[config.mk]
export PLATFORM = sky130hd
export DESIGN_NAME = mux3_8
export DESIGN_NICKNAME = d
export VERILOG_FILES = /design/src/rtl/mux3_8.sv
export SDC_FILE = /design/constraint.sdc
export NUM_CORES = 1
export LEC_CHECK = 0
export CORE_MARGIN = 3
export CORE_UTILIZATION = 35
export CTS_BUF_LIST = sky130_fd_sc_hd__clkbuf_8
export DETAILED_ROUTE_END_ITERATION = 16
export PLACE_DENSITY = 0.76
export SYNTH_ARGS = -nofsm -noshare
export SYNTH_HDL_FRONTEND = slang
export SYNTH_SLANG_ARGS = --single-unit
[constraint.sdc]
create_clock -name clock -period 1.3 [get_ports clock]
set_input_delay 0.39 -clock clock [delete_from_list [all_inputs] [get_ports clock]]
set_output_delay 0.39 -clock clock [all_outputs]
set_load 0.01 [all_outputs]
[src/rtl/mux3_8.sv]
// mux3_8: registered three-channel selector with a sticky illegal-select flag.
// Ports:
//   clock      - sole clock, rising edge
//   reset      - synchronous, active-high; clears every output
//   Habilita   - capture enable; 0 holds all state
//   Entrada0-2 - WIDTH-bit data channels
//   Controle   - channel select (00/01/10), 11 is illegal
//   Resultado  - registered selected data (zero after an illegal select)
//   Valido     - registered; 1 when Resultado came from a legal select
//   Erro       - registered sticky flag; set by an enabled illegal select
module mux3_8 #(
    parameter int WIDTH = 8
) (
    input  logic             clock,
    input  logic             reset,
    input  logic             Habilita,
    input  logic [WIDTH-1:0] Entrada0,
    input  logic [WIDTH-1:0] Entrada1,
    input  logic [WIDTH-1:0] Entrada2,
    input  logic [1:0]       Controle,
    output logic [WIDTH-1:0] Resultado,
    output logic             Valido,
    output logic             Erro
);

    logic [WIDTH-1:0] sel_data;
    logic             sel_ok;

    always_comb begin
        sel_data = '0;
        sel_ok   = 1'b0;
        unique case (1'b1)
            (Controle == 2'b00): begin
                sel_data = Entrada0;
                sel_ok   = 1'b1;
            end
            (Controle == 2'b01): begin
                sel_data = Entrada1;
                sel_ok   = 1'b1;
            end
            (Controle == 2'b10): begin
                sel_data = Entrada2;
                sel_ok   = 1'b1;
            end
            (Controle == 2'b11): begin
                sel_data = '0;
                sel_ok   = 1'b0;
            end
        endcase
    end

    // Erro only ever sets here; clearing it is reset's job alone.
    always_ff @(posedge clock) begin
        if (reset) begin
            Resultado <= '0;
            Valido    <= 1'b0;
            Erro      <= 1'b0;
        end else if (Habilita) begin
            Resultado <= sel_data;
            Valido    <= sel_ok;
            if (!sel_ok) begin
                Erro <= 1'b1;
            end
        end
    end

endmodule

======== After elaboration in Yosys (flattened, before gate mapping) ========
Cells that the tools add are included.
storage, ports and cells
  input bits .............................. 29
  output and inout port bits .............. 10
  register bits after elaboration ......... 10
  logic and storage cells ................. 12
operators by class
  reduce and logical (&&, ||, !) cells .... 3
  muxes and demuxes ....................... 2
  bitwise gates (word level) .............. 1
  eq/ne operators ......................... 3
operators by type and width
  kind                                           count
  one-hot mux 8 bit (4 select lines)             1
  == test 2 bit, second input constant           2
  OR reduction 3 bit                             1
  == test 2 x 1 -> 1 bit, second input constant  1
  zero test 2 bit                                1
  one-hot mux 1 bit (2 select lines)             1
  AND reduction 2 bit                            1
  NOT 1 bit                                      1

======== Depth between registers and ports, before layout ========
  word-level depth ........................ 5
  depth in mapped cells ................... 4
  gate-level depth less buffers ........... 3

======== Least setup slack after synthesis ========
No wires, ideal clock.
  kind .................................... input port to flip-flop
  from .................................... in Controle[1]
  to ...................................... reg Resultado[0]
  required time ........................... 1161 ps
  setup time .............................. 139 ps
  cell stages on the path ................. 4
  arrival ................................. 933 ps
  setup slack ............................. 227 ps
  buffers on the path ..................... 1
  path through ............................ nand2b_1 -> buf_4 -> a211oi_2 -> nor3_2
between the ends
  word-level cells in the longest chain between the ends .. 2
  elaborated cells on any way between the ends .. 5
  classes of those cells .................. eq/ne: 3; mux: 1; reduce/logical: 1
RTL lines
  element                                 line  text
  start: declaration                      20    input logic [1:0] Controle,
  == test 2 bit (tied with other cells)   45    (Controle == 2'b11): begin
  one-hot mux 8 bit (4 select lines) (*)  32    unique case (1'b1)
  end signal: assignment                  59    Resultado <= sel_data;
  end: declaration                        21    output logic [WIDTH-1:0] Resultado,
Mark *: on every way between the ends. The rest lies on a longest branch, timed or not.
A chain may end at the register's enable or synchronous reset.

======== Worst setup path in the final report ========
  from .................................... reg Resultado[3]
  to ...................................... out Resultado[3]
No word-level cell between the ends.

==> results.json <==
{
  "cts_tree": "done",
  "hold_buffers": 0,
  "wl_um": 1970,
  "die_area_mm2": 0.00239,
  "synth-seq-cells": 10,
  "grt_pass1_vias": 696,
  "r2r_cells": 2,
  "dp_hpwl_um": 1380,
  "row_count": 14,
  "dpl_cell_area_mm2": 0.00111,
  "path_clk_slew_ps": 50,
  "avgRoutedWirePerCell_um": 14.6,
  "status": "finished clean",
  "drc_errors": 0,
  "relSlewSlack": 0.861,
  "syn_area_per_cell_um2": 10.5,
  "cp.depth": 1,
  "slowest_stage": "dfxtp_1",
  "fmax_mhz": 785,
  "clock_path_buffers": 2,
  "nets": 141,
  "ioPinCount": 39,
  "skew_ps": 0,
  "leakagePower_uw": 0.000510,
  "clock-sinks": 10,
  "die_w_um": 48.9,
  "ant_nets": 0,
  "initial_core_util": 0.399,
  "period_share": 0.980,
  "cp_cell_sequence": "dlygate4sd2_1",
  "worstPathArrival_ps": 880,
  "antenna_found_initial": 0,
  "grt_max_degree": 11,
  "whs_path_depth": 2,
  "layout_commonest_cell": "clkdlybuf4s50_1",
  "final_core_util": 0.774,
  "routabilityCongestion": 0.723,
  "area.growth.synth_to_final_pct": 94.0,
  "gr-total-overflow": 0,
  "crit_required_ps": 910,
  "htreeDepth": 1,
  "startpoint_type": "flop",
  "drv_cap": 0,
  "powerDensity_mw_per_mm2": 855,
  "path_buf_inv": 1,
  "grt_pass1_wl_um": 3130,
  "grtUsageTotal": 0.169,
  "dr.pass1.iters": 3,
  "drv_slew": 0,
  "grt_setup_unrepaired": "false",
  "coreArea_mm2": 0.00161,
  "worstMarginPinSlew_ps": 208,
  "power_uw": 1070,
  "most-common-layout-cells": "clkdlybuf4s50_1 (25), dlygate4sd2_1 (11), dfxtp_1 (10)",
  "vias": 670,
  "synth_warnings": 0,
  "critical_path_class": "flop to primary output",
  "port_buffers": 38,
  "cp_top_family": "flip-flops",
  "vdd_drop_max_uv": 480,
  "critical_path.endpoint_type": "primary output",
  "finalSetupViolations": 0,
  "netlist_area_um2": 643,
  "syn_nets": 90,
  "cts_buffers": 3,
  "hp-class": "flop to flop",
  "cts_setup_buffers": 0,
  "drt_iter0_markers": 2,
  "vias_per_cell": 4.96,
  "layout-drive-gt1-share": 0.459,
  "synth_cell_type_count": 16,
  "diodes": 0,
  "insertion_delay_ps": 240,
  "cp_max_fo": 2,
  "fin_setup_tns_ps": 0,
  "finalHoldViolations": 0,
  "synth-seq-area-share": 0.311,
  "dieHeight_um": 48.9,
  "min_period_ps": 1270,
  "cts_root_buf": "clkbuf_8",
  "critPathMaxStageDelay_ps": 360,
  "postLayoutCellArea_mm2": 0.00125,
  "netlist_instances": 61
}
-- cells in the mapped netlist, drive strengths merged --
cell	n	share of area
clkbuf	1	0.0058
a211oi	8	0.16
o22ai	8	0.078
nand2b	1	0.0097
and2b	7	0.11
dfxtp	10	0.31
nor2	2	0.012
nor2b	9	0.088
nor3	8	0.12
buf	4	0.068
a311oi	1	0.023
a31oi	1	0.0097
nand2	1	0.0058
-- registers in the layout, summed over array words and instances, names as in the netlist --
signal,count
Valido,1
Erro,1
Resultado,8
-- cell type report --
class | count | area [µm²]
well taps | 24 | 30.0
clock buffers | 4 | 55.1
repair buffers | 51 | 484
fillers | 108 | 364
flip-flops and latches | 10 | 200
multi-input cells | 46 | 478
-- per-layer routing --
layer / global-route usage / part of all wire / vias to the layer above
li1: - / - / 323
met5: 0 / 0 / -
met3: 0.0245 / 0.044 / 4
met2: 0.301 / 0.53 / 25
met4: 0.0853 / 0.018 / 0
met1: 0.196 / 0.40 / 318
-- timing repair --
item	4_1_cts	5_1_grt
pin swaps	8	0
endpoints found under the hold margin	0	0
gates resized for setup	16	14
endpoints found under the setup margin	18	8
cloned	1	0
-- through the flow --
stage / instances / hold WS [ps] / setup WS, ps
global route: 135 / 536 / 9.15
finish: 135 / 474 / 26.5
floorplan: 61 / 505 / 227
CTS: 135 / 478 / 0.354
global placement: 130 / 461 / -304
detailed placement: 130 / 471 / -297
-- final timing paths --
path                                           startpoint                         to  slack, ps
worst max-delay path            Resultado[3]$_SDFFE_PP0P_               Resultado[3]         30
worst min-delay path                    Erro$_SDFFE_PP0P_          Erro$_SDFFE_PP0P_        470
worst max register to register  Resultado[1]$_SDFFE_PP0P_  Resultado[1]$_SDFFE_PP0P_        630
worst min register to register          Erro$_SDFFE_PP0P_          Erro$_SDFFE_PP0P_        470
-- where the power goes --
group          internal (µW)  total [µW]  switching, µW
Clock                    267         399            132
Sequential               330         346           15.5
Combinational            196         322            127
-- cells by family (layout without fill, tap and decap cells) --
family,Yosys count,after routing,synth area share
and+or+nand+nor,28,28,0.348
AOI/OAI and AO/OA,18,18,0.267
DFF,10,10,0.311
buffers and inverters,5,55,0.0739
(Power assumes the default switching activity.)
